--- config.mk ---
export PLATFORM = sky130hd
export DESIGN_NAME = mem_stage_flat
export DESIGN_NICKNAME = d
export VERILOG_FILES = /design/src/rtl/mem_stage_if.sv /design/src/rtl/mem_stage.sv /design/src/flat_wrapper.sv
export SDC_FILE = /design/constraint.sdc
export NUM_CORES = 1
export LEC_CHECK = 0
export CAP_MARGIN = 20
export CELL_PAD_IN_SITES_DETAIL_PLACEMENT = 1
export CELL_PAD_IN_SITES_GLOBAL_PLACEMENT = 1
export CORE_MARGIN = 2
export CORE_UTILIZATION = 35
export CTS_CLUSTER_SIZE = 10
export DETAILED_ROUTE_END_ITERATION = 7
export PLACE_DENSITY_LB_ADDON = 0.1
export SYNTH_ARGS = -nofsm -noshare
export SYNTH_HDL_FRONTEND = slang
export SYNTH_SLANG_ARGS = --single-unit
--- constraint.sdc ---
create_clock -name clk -period 19.3 [get_ports clk]
set_input_delay 3.86 -clock clk [delete_from_list [all_inputs] [get_ports clk]]
set_output_delay 3.86 -clock clk [all_outputs]
set_load 0.05 [all_outputs]
--- src/rtl/mem_stage_if.sv ---
// rtl/mem_stage_if.sv - data-memory req/ack bus between the MEM stage and data memory
//
// Purpose: groups the data-memory handshake so the MEM stage and the memory
// model/controller connect through one port.
// Signals:
//   req    MEM stage -> memory   access request (held until ack)
//   we     MEM stage -> memory   1 store, 0 load
//   addr   MEM stage -> memory   word address (low two bits zero)
//   wstrb  MEM stage -> memory   byte strobes (zero on loads)
//   wdata  MEM stage -> memory   lane-replicated store data
//   ack    memory -> MEM stage   access complete; rdata valid in the same cycle
//   rdata  memory -> MEM stage   read word
interface mem_stage_if #(
   parameter int DATA_BITS = 32
);
   logic                 req;
   logic                 we;
   logic [DATA_BITS-1:0] addr;
   logic [3:0]           wstrb;
   logic [DATA_BITS-1:0] wdata;
   logic                 ack;
   logic [DATA_BITS-1:0] rdata;

   modport master (
      output req, we, addr, wstrb, wdata,
      input  ack, rdata
   );

   modport slave (
      input  req, we, addr, wstrb, wdata,
      output ack, rdata
   );
endinterface

--- src/rtl/mem_stage.sv ---
// rtl/mem_stage.sv - memory-access pipeline stage with req/ack data-memory port
//
// Purpose: takes the EX/MEM register contents, performs aligned loads/stores
// over the dm bus, stalls the pipeline while an access is outstanding, and
// drives the MEM/WB register plus the MEM-stage forwarding value.
// Ports:
//   clk, rst                 clock (rising edge), asynchronous active-high reset
//   datatype_i               func3 access type: 000 B, 001 H, 010 W, 100 BU, 101 HU
//   aluout_i                 ALU result / effective address
//   dm_data_i                store data (rs2)
//   pc2reg_i                 link value (pc+4 / pc+imm)
//   rd_addr_i, reg_wr_i      destination register and its write enable
//   rd_src_i                 1 selects pc2reg_i as the non-load result
//   dm2reg_i                 writeback selects load data
//   dm_rd_i, dm_wr_i         load / store (both set is treated as store)
//   memwb_en_i               0 holds the MEM/WB register
//   dm                       data-memory bus (master side)
//   stall_o                  holds PC/IF/ID/EX/MEM registers
//   misalign_o               one-cycle pulse when a misaligned access is dropped
//   mem_rd_data_o            combinational forwarding value
//   wb_*_o                   MEM/WB register outputs
module mem_stage #(
   parameter int DATA_BITS = 32,
   parameter int REG_BITS  = 5,
   parameter int TYPE_BITS = 3
) (
   input  logic                 clk,
   input  logic                 rst,
   input  logic [TYPE_BITS-1:0] datatype_i,
   input  logic [DATA_BITS-1:0] aluout_i,
   input  logic [DATA_BITS-1:0] dm_data_i,
   input  logic [DATA_BITS-1:0] pc2reg_i,
   input  logic [REG_BITS-1:0]  rd_addr_i,
   input  logic                 reg_wr_i,
   input  logic                 rd_src_i,
   input  logic                 dm2reg_i,
   input  logic                 dm_rd_i,
   input  logic                 dm_wr_i,
   input  logic                 memwb_en_i,
   mem_stage_if.master          dm,
   output logic                 stall_o,
   output logic                 misalign_o,
   output logic [DATA_BITS-1:0] mem_rd_data_o,
   output logic [DATA_BITS-1:0] wb_rd_data_o,
   output logic [DATA_BITS-1:0] wb_ld_data_o,
   output logic [REG_BITS-1:0]  wb_rd_addr_o,
   output logic                 wb_reg_wr_o,
   output logic                 wb_dm2reg_o
);

   typedef enum logic [1:0] {
      IDLE = 2'd0,
      REQ  = 2'd1,
      DONE = 2'd2
   } state_t;

   state_t state_q, state_d;

   logic                 memop;
   logic                 misaligned;
   logic [1:0]           size;
   logic                 start;      // launch a bus access this edge
   logic                 drop;       // misaligned access discarded this cycle
   logic                 cap;        // ack seen: capture load data this edge
   logic [3:0]           wstrb_c;
   logic [DATA_BITS-1:0] wdata_c;
   logic [DATA_BITS-1:0] shifted;
   logic [DATA_BITS-1:0] ld_ext;
   logic [DATA_BITS-1:0] ld_cap_q;   // load result waits here until MEM/WB updates
   logic [1:0]           off_q;      // byte offset and type of the access in flight
   logic [TYPE_BITS-1:0] type_q;

   assign memop         = dm_rd_i | dm_wr_i;
   assign size          = datatype_i[1:0];
   // size 11 is not a legal func3; it is handled like a word access
   assign misaligned    = ((size == 2'b01) && aluout_i[0]) ||
                          (size[1] && (aluout_i[1:0] != 2'b00));
   assign mem_rd_data_o = rd_src_i ? pc2reg_i : aluout_i;

   always_ff @(posedge clk or posedge rst) begin
      if (rst) state_q <= IDLE;
      else     state_q <= state_d;
   end

   always_comb begin
      state_d = state_q;
      stall_o = 1'b0;
      start   = 1'b0;
      drop    = 1'b0;
      cap     = 1'b0;
      case (state_q)
         IDLE: begin
            if (memop) begin
               if (misaligned) begin
                  drop = 1'b1;
               end else begin
                  start   = 1'b1;
                  stall_o = 1'b1;
                  state_d = REQ;
               end
            end
         end
         REQ: begin
            stall_o = 1'b1;
            if (dm.ack) begin
               cap     = 1'b1;
               state_d = DONE;
            end
         end
         DONE:    state_d = IDLE;
         default: state_d = IDLE;
      endcase
   end

   always_comb begin
      case (size)
         2'b00:   wstrb_c = 4'b0001 << aluout_i[1:0];
         2'b01:   wstrb_c = 4'b0011 << aluout_i[1:0];
         default: wstrb_c = 4'hF;
      endcase
   end

   always_comb begin
      case (size)
         2'b00:   wdata_c = {4{dm_data_i[7:0]}};
         2'b01:   wdata_c = {2{dm_data_i[15:0]}};
         default: wdata_c = dm_data_i;
      endcase
   end

   // Move the addressed lane down to bit 0; func3[2] set means zero-extend.
   // Word accesses always have offset 0, so the shifted word is the raw word.
   assign shifted = dm.rdata >> {off_q, 3'b000};

   always_comb begin
      case (type_q[1:0])
         2'b00:   ld_ext = {{24{~type_q[2] & shifted[7]}}, shifted[7:0]};
         2'b01:   ld_ext = {{16{~type_q[2] & shifted[15]}}, shifted[15:0]};
         default: ld_ext = shifted;
      endcase
   end

   always_ff @(posedge clk or posedge rst) begin
      if (rst) begin
         dm.req       <= 1'b0;
         dm.we        <= 1'b0;
         dm.addr      <= '0;
         dm.wstrb     <= 4'h0;
         dm.wdata     <= '0;
         misalign_o   <= 1'b0;
         off_q        <= 2'b00;
         type_q       <= '0;
         ld_cap_q     <= '0;
         wb_rd_data_o <= '0;
         wb_ld_data_o <= '0;
         wb_rd_addr_o <= '0;
         wb_reg_wr_o  <= 1'b0;
         wb_dm2reg_o  <= 1'b0;
      end else begin
         misalign_o <= drop & memwb_en_i;

         // Bus outputs are only loaded at launch, so they stay stable through REQ.
         if (start) begin
            dm.req   <= 1'b1;
            dm.we    <= dm_wr_i;
            dm.addr  <= {aluout_i[DATA_BITS-1:2], 2'b00};
            dm.wstrb <= dm_wr_i ? wstrb_c : 4'h0;
            dm.wdata <= dm_wr_i ? wdata_c : '0;
            off_q    <= aluout_i[1:0];
            type_q   <= datatype_i;
         end

         if (cap) begin
            dm.req   <= 1'b0;
            ld_cap_q <= ld_ext;
         end

         if (memwb_en_i) begin
            if (stall_o) begin
               wb_reg_wr_o <= 1'b0;      // bubble while the access is outstanding
            end else begin
               wb_rd_data_o <= mem_rd_data_o;
               wb_ld_data_o <= ld_cap_q;
               wb_rd_addr_o <= rd_addr_i;
               wb_reg_wr_o  <= reg_wr_i & ~drop;
               wb_dm2reg_o  <= dm2reg_i & ~drop;
            end
         end
      end
   end

endmodule

--- src/flat_wrapper.sv ---
// flat-port wrapper written by rule: the top's interface ports become plain ports
module mem_stage_flat 
#(
   parameter int DATA_BITS = 32,
   parameter int REG_BITS  = 5,
   parameter int TYPE_BITS = 3
)
  (clk, rst, datatype_i, aluout_i, dm_data_i, pc2reg_i, rd_addr_i, reg_wr_i, rd_src_i, dm2reg_i, dm_rd_i, dm_wr_i, memwb_en_i, stall_o, misalign_o, mem_rd_data_o, wb_rd_data_o, wb_ld_data_o, wb_rd_addr_o, wb_reg_wr_o, wb_dm2reg_o, dm_req, dm_we, dm_addr, dm_wstrb, dm_wdata, dm_ack, dm_rdata);
  mem_stage_if #(.DATA_BITS(DATA_BITS)) dm_i ();
  input  logic clk;
  input  logic rst;
  input  logic [TYPE_BITS-1:0] datatype_i;
  input  logic [DATA_BITS-1:0] aluout_i;
  input  logic [DATA_BITS-1:0] dm_data_i;
  input  logic [DATA_BITS-1:0] pc2reg_i;
  input  logic [REG_BITS-1:0] rd_addr_i;
  input  logic reg_wr_i;
  input  logic rd_src_i;
  input  logic dm2reg_i;
  input  logic dm_rd_i;
  input  logic dm_wr_i;
  input  logic memwb_en_i;
  output logic stall_o;
  output logic misalign_o;
  output logic [DATA_BITS-1:0] mem_rd_data_o;
  output logic [DATA_BITS-1:0] wb_rd_data_o;
  output logic [DATA_BITS-1:0] wb_ld_data_o;
  output logic [REG_BITS-1:0] wb_rd_addr_o;
  output logic wb_reg_wr_o;
  output logic wb_dm2reg_o;
  output wire logic [$bits(dm_i.req)-1:0] dm_req;
  output wire logic [$bits(dm_i.we)-1:0] dm_we;
  output wire logic [$bits(dm_i.addr)-1:0] dm_addr;
  output wire logic [$bits(dm_i.wstrb)-1:0] dm_wstrb;
  output wire logic [$bits(dm_i.wdata)-1:0] dm_wdata;
  input wire logic [$bits(dm_i.ack)-1:0] dm_ack;
  input wire logic [$bits(dm_i.rdata)-1:0] dm_rdata;
  assign dm_req = dm_i.req;
  assign dm_we = dm_i.we;
  assign dm_addr = dm_i.addr;
  assign dm_wstrb = dm_i.wstrb;
  assign dm_wdata = dm_i.wdata;
  assign dm_i.ack = dm_ack;
  assign dm_i.rdata = dm_rdata;
  mem_stage #(.DATA_BITS(DATA_BITS), .REG_BITS(REG_BITS), .TYPE_BITS(TYPE_BITS)) u_core (.clk(clk), .rst(rst), .datatype_i(datatype_i), .aluout_i(aluout_i), .dm_data_i(dm_data_i), .pc2reg_i(pc2reg_i), .rd_addr_i(rd_addr_i), .reg_wr_i(reg_wr_i), .rd_src_i(rd_src_i), .dm2reg_i(dm2reg_i), .dm_rd_i(dm_rd_i), .dm_wr_i(dm_wr_i), .memwb_en_i(memwb_en_i), .dm(dm_i), .stall_o(stall_o), .misalign_o(misalign_o), .mem_rd_data_o(mem_rd_data_o), .wb_rd_data_o(wb_rd_data_o), .wb_ld_data_o(wb_ld_data_o), .wb_rd_addr_o(wb_rd_addr_o), .wb_reg_wr_o(wb_reg_wr_o), .wb_dm2reg_o(wb_dm2reg_o));
endmodule
==> results of run 1 <==
[layout make-up]
type | instances | area share (%)
Timing Repair Buffer | 325 | 27.1
Multi-Input combinational cell | 448 | 27.6
Clock inverter | 14 | 1.42
Clock buffer | 18 | 3.63
Sequential cell | 179 | 37.0
Inverter | 6 | 0.248
Tap cell | 285 | 2.95
[metrics by stage]
step                power, mW  hold slack [ps]  instances  area [um^2]  setup slack, ps
finish                   2.09              479       1275        12100             8940
floorplan                1.34              446        682         8090            10520
global placement         1.72              459       1241        11400             8900
detailed placement       1.74              469       1241        11400             8890
CTS                      2.11              484       1273        12000             8890
global route             2.20              502       1275        12100             8700
[critical path, cell delays in order]
cell	delay [ps]
clkdlybuf4s50_1	950
nor2_8	160
o221ai_4	690
nand2_1	110
clkdlybuf4s50_1	730
[state kept, by name, summed over array words and instances (netlist names), 3 cells and up]
register	cells
u_core.wb_rd_data_o	32
u_core.ld_cap_q	32
u_core.dm.wdata	32
u_core.dm.addr	30
u_core.wb_rd_addr_o	5
u_core.type_q	3
u_core.dm.wstrb	4
u_core.wb_ld_data_o	32
[worst paths after layout]
path	start	cells after the start	end	slack (ps)
setup / recovery	datatype_i[0]	5	stall_o	8940
hold / removal	u_core.dm.wdata[4]$_DFFE_PP0P_	2	u_core.dm.wdata[4]$_DFFE_PP0P_	480
setup reg to reg	u_core.state_q[0]$_DFFE_PP0P_	5	u_core.wb_rd_addr_o[3]$_DFFE_PP0P_	16820
hold reg to reg	u_core.dm.wdata[4]$_DFFE_PP0P_	2	u_core.dm.wdata[4]$_DFFE_PP0P_	480
max in group asynchronous	rst	4	u_core.wb_rd_data_o[4]$_DFFE_PP0P_	14200
min in group asynchronous	rst	2	u_core.dm.addr[19]$_DFFE_PP0P_	3970
[placed cells by master, fill, tap and decap left out, drive strengths merged]
cell           instances
clkdlybuf4s50        317
dfrtp                179
mux2                 145
nand2                 74
o21ai                 51
a21oi                 48
nor2                  42
mux2i                 41
clkbuf                18
o31ai                 16
inv                   11
buf                    8
and2                   7
clkinv                 6
nor2b                  4
nand2b                 3
nand4                  2
conb                   2
bufinv                 2
nor3                   2
or2                    2
nand4b                 1
nor4                   1
a2111oi                1
o221ai                 1
o41ai                  1
and3                   1
nor4b                  1
o31a                   1
nand3b                 1
clkinvlp               1
[cells by family (layout without fill, tap and decap cells)]
kind of cell / count (synthesis) / after routing / synth area share [%]
flops: 179 / 179 / 55.4
simple gates: 141 / 141 / 7.62
mux: 186 / 186 / 25.3
buf+inv: 55 / 363 / 3.59
compound gates: 119 / 119 / 8.12
other cells: 1 / 2 / 0.0464
[per-layer routing]
| layer | track usage (%) | up-vias |
|---|---|---|
| met5 | 0 | - |
| met4 | 5.20 | 0 |
| met3 | 6.97 | 23 |
| met2 | 36.3 | 218 |
| met1 | 26.2 | 3138 |
| li1 | - | 2972 |
[power by group]
group / internal (mW) / switching, mW / total, mW / leakage [nW]
clock: 0.199 / 0.161 / 0.361 / 0.300
sequential: 0.538 / 0.0912 / 0.629 / 2.15
combinational: 0.382 / 0.722 / 1.10 / 2.60
==> flow_summary.json, run 1 <==
{
  "final_hold_viol_count": 0,
  "clock_path_buffers": 2,
  "antenna_found_initial": 0,
  "synth_most_common_cell": "dfrtp_1",
  "ff_latch_area_um2": 4480,
  "diodes": 0,
  "die_area_um2": 24300,
  "status": "complete, no violations",
  "drt-wirelength-per-cell_um": 20.2,
  "wl_met2_um": 12700,
  "io_pins": 320,
  "drt_iter0_drc": 288,
  "finalSetupViolCount": 0,
  "htreeDepth": 4,
  "m1WireLength_um": 10800,
  "io_buffers": 317,
  "synth-seq-cells": 179,
  "cts.sink_count": 179,
  "postCtsHoldBufs": 0,
  "avgViaCountPerCell": 4.98,
  "drv_slew": 0,
  "grt_pass1_vias": 6776,
  "synthFlopType": "dfrtp_1",
  "fin_nets": 1122,
  "final.period_utilization_pct": 53.7,
  "dr.max_layer_used": "met4",
  "area_growth_pct": 49.4,
  "worst_hold_path_type": "reg2reg",
  "rsz0062_at_grt": "no",
  "cts_root_buffer": "clkbuf_16",
  "die_x_um": 156,
  "clkTransAtPathRegs_ps": 70,
  "insertion_delay_ps": 430,
  "setup_tns_ps": 0,
  "track_usage_pct": 21.3,
  "drt_wl_total_um": 25800,
  "start_util_pct": 35.7,
  "crit_path_end_kind": "output pin",
  "ant_nets": 0,
  "rows": 55,
  "tightest_slew_ps": 1070,
  "synth_edf_count": 0,
  "slew_headroom_pct": 28.6,
  "synth_top_cell_area_share_pct": 55.4,
  "arrival_ps": 6500,
  "routabilityCongestion": 0.749,
  "core_area_um2": 22600,
  "yosys-top-cells-count": "dfrtp_1 (179), mux2_1 (84), nand2_1 (74)",
  "fillers": 2375,
  "drcViolationCount": 0,
  "cts_made_buffers": 17,
  "dr.pass1.iters": 4,
  "grt_max_degree": 105,
  "avgSynthCellArea_um2": 11.9,
  "grt_pass1_wl_um": 39400,
  "multi_input_area_um2": 3340,
  "syn-cell-area_um2": 8090,
  "cap_violations": 0,
  "crit_path_max_fanout": 35,
  "synth_top_cell_by_area": "dfrtp_1",
  "drive_above_1_share_pct": 10.9,
  "synth_cell_types": 37,
  "power_density_nw_per_um2": 173,
  "crit_path_start_kind": "input port",
  "critPathKind": "in2out",
  "grt-ovfl-total": 0,
  "synth_area_leaders": "dfrtp_1 (55%), mux2_1 (12%), mux2_2 (8.5%)",
  "skew_ps": 11.7,
  "yosys_warnings": 0,
  "fin_crit_ps": 10360,
  "route.vias.total": 6351,
  "final_util_pct": 53.4,
  "hpwl_um": 18800,
  "p_leak_nw": 5.05,
  "cts_tree": "yes",
  "dieHeight_um": 156,
  "synthCells": 681,
  "wl_met3_um": 2000,
  "fmax_mhz": 96.5,
  "async_flop_share_pct": 100,
  "seq_area_frac_synth_pct": 55.4,
  "cts-resized-gates": 0,
  "postCtsSetupRepairBufs": 0,
  "cp.required_ps": 15440,
  "peakVddDrop_v": 0.0000727
}
(Power assumes the default switching activity.)
==> inputs of run 2 (changes only) <==
--- a/config.mk
+++ b/config.mk
@@ -9,7 +9,7 @@
 export CELL_PAD_IN_SITES_DETAIL_PLACEMENT = 1
 export CELL_PAD_IN_SITES_GLOBAL_PLACEMENT = 1
 export CORE_MARGIN = 2
-export CORE_UTILIZATION = 35
+export CORE_UTILIZATION = 30
 export CTS_CLUSTER_SIZE = 10
 export DETAILED_ROUTE_END_ITERATION = 7
 export PLACE_DENSITY_LB_ADDON = 0.1
==> constraint.sdc (replaced) <==
create_clock -name clk -period 9.1 [get_ports clk]
set_input_delay 1.82 -clock clk [delete_from_list [all_inputs] [get_ports clk]]
set_output_delay 1.82 -clock clk [all_outputs]
set_load 0.05 [all_outputs]
==> flow_summary.json, run 2 (same netlist as run 1, synthesis figures left out) <==
{
  "arrival_ps": 4180,
  "final_common_cell": "clkdlybuf4s50_1",
  "avgViaCountPerCell": 4.75,
  "route.vias.total": 6332,
  "postCtsHoldBufs": 0,
  "crit_path_end_kind": "output pin",
  "rsz0062_at_grt": "no",
  "drv_slew": 0,
  "insertion_delay_ps": 440,
  "track_usage_pct": 18.5,
  "drt_wl_total_um": 26200,
  "fillers": 2863,
  "whs_ps": 477,
  "skew_ps": 16.7,
  "htreeDepth": 4,
  "critPathBufInv": 2,
  "reg2reg_from": "u_core.state_q[1]$_DFFE_PP0P_",
  "status": "complete, no violations",
  "grt_pass1_wl_um": 40100,
  "start_util_pct": 30.3,
  "area_growth_pct": 49.9,
  "wl_met2_um": 12500,
  "clock_path_buffers": 2,
  "fin_nets": 1123,
  "netSwitchingFraction_pct": 47.3,
  "slew_headroom_pct": 37.0,
  "dr.max_layer_used": "met4",
  "crit_start": "datatype_i[0]",
  "cap_violations": 0,
  "grt-ovfl-total": 0,
  "layout_common_cells": "clkdlybuf4s50_1 (317), dfrtp_1 (179), mux2_1 (84)",
  "final.period_utilization_pct": 66.0,
  "multi_input_area_um2": 3340,
  "die_x_um": 168,
  "fin_ws_ps": 3100,
  "io_pins": 320,
  "place_worst_setup_slack_ps": 3080,
  "drive_above_1_share_pct": 11.0,
  "crit_path_start_kind": "input port",
  "clkTransAtPathRegs_ps": 80,
  "crit_family": "buffers and inverters",
  "dieHeight_um": 168,
  "setup_tns_ps": 0,
  "combPwrFrac_pct": 53.1,
  "dr.pass1.iters": 4,
  "p_total_mw": 4.40,
  "drcViolationCount": 0,
  "clkPwrFrac_pct": 16.8,
  "peakVddDrop_v": 0.000139,
  "fin_crit_ps": 6000,
  "die_area_um2": 28300,
  "grt_pass1_vias": 6593,
  "wl_met3_um": 2010,
  "cp_cell_sequence": "clkdlybuf4s50_1 -> nor2_8 -> o221ai_4 -> nand2_1 -> clkdlybuf4s50_1",
  "ff_latch_area_um2": 4480,
  "cp.required_ps": 7280,
  "cts.sink_count": 179,
  "tightest_slew_ps": 945,
  "cpPeakStageDelay_ps": 830,
  "slowest_stage": "clkdlybuf4s50_1",
  "grt_max_degree": 108,
  "diodes": 0,
  "finalSetupViolCount": 0,
  "drt_iter0_drc": 214,
  "final_hold_viol_count": 0,
  "fmax_mhz": 167,
  "cts_made_buffers": 17,
  "cts-resized-gates": 0,
  "ant_nets": 0,
  "power_density_nw_per_um2": 363,
  "core_area_um2": 26700,
  "antenna_found_initial": 0,
  "cts_root_buffer": "clkbuf_16",
  "p_int_mw": 2.32,
  "drt-wirelength-per-cell_um": 19.7,
  "routabilityCongestion": 0.745,
  "seq_power_share_pct": 30.1,
  "cts_tree": "yes",
  "io_buffers": 317,
  "critPathKind": "in2out",
  "hpwl_um": 19000,
  "min_from": "u_core.dm.wdata[13]$_DFFE_PP0P_",
  "crit_path_max_fanout": 12,
  "worst_hold_path_type": "reg2reg",
  "m1WireLength_um": 11300,
  "p_leak_nw": 5.02,
  "rows": 60,
  "crit_top_cell": "clkdlybuf4s50_1",
  "power.switching_mw": 2.08,
  "postCtsSetupRepairBufs": 0
}
[run 2: cell types whose count changed in the layout (fill, tap and decap cells not counted), moves of 2 or more]
cell / change
bufinv_16: -2
clkinv_2: -2
inv_8: +4
inv_6: -2
clkinvlp_4: +3
[run 2: path summary, 6_finish.rpt]
check / endpoint / slack, ps / depth (start not counted)
min reg2reg: u_core.dm.wdata[13]$_DFFE_PP0P_ / 480 / 2
max: stall_o / 3100 / 5
min in group asynchronous: u_core.wb_ld_data_o[5]$_DFFE_PP0P_ / 1890 / 2
max reg2reg: u_core.ld_cap_q[10]$_DFFE_PP0P_ / 6690 / 5
max in group asynchronous: u_core.dm.addr[19]$_DFFE_PP0P_ / 5700 / 3
min: u_core.dm.wdata[13]$_DFFE_PP0P_ / 480 / 2
[run 2: layout make-up]
class | count | share of cell area (%)
clock buffers | 17 | 3.51
clock inverters | 15 | 1.31
inverters | 6 | 0.248
multi-input cells | 448 | 27.6
flip-flops and latches | 179 | 36.9
well taps | 341 | 3.52
repair buffers | 326 | 26.9
[run 2: stage by stage]
step | cell area (um^2) | util, % | cells
after floorplan | 8090 | - | 682
after global placement | 11500 | 43.0 | 1298
after detailed placement | 11500 | 43.0 | 1298
after CTS | 12100 | 45.2 | 1330
after global routing | 12100 | 45.4 | 1332
final | 12100 | 45.4 | 1332
[run 2: routing by layer]
layer,global-route usage [%],vias to the layer above
li1,-,2969
met2,30.5,223
met3,6.14,22
met1,23.4,3118
met4,5.21,0
met5,0,-
[run 2: power groups by stage]
stage                     Clock, mW  Combinational, mW  Sequential (mW)
after floorplan                   0              0.601             2.24
after global routing          0.790               2.46             1.37
after CTS                     0.761               2.36             1.33
final                         0.738               2.33             1.32
after global placement            0               2.34             1.33
after detailed placement          0               2.35             1.34
[run 2: tightest hold or removal path, cell delays in order, from the launching register on]
cell     delay (ps)
dfrtp_1         350
nand2_1          50
o31ai_1          50
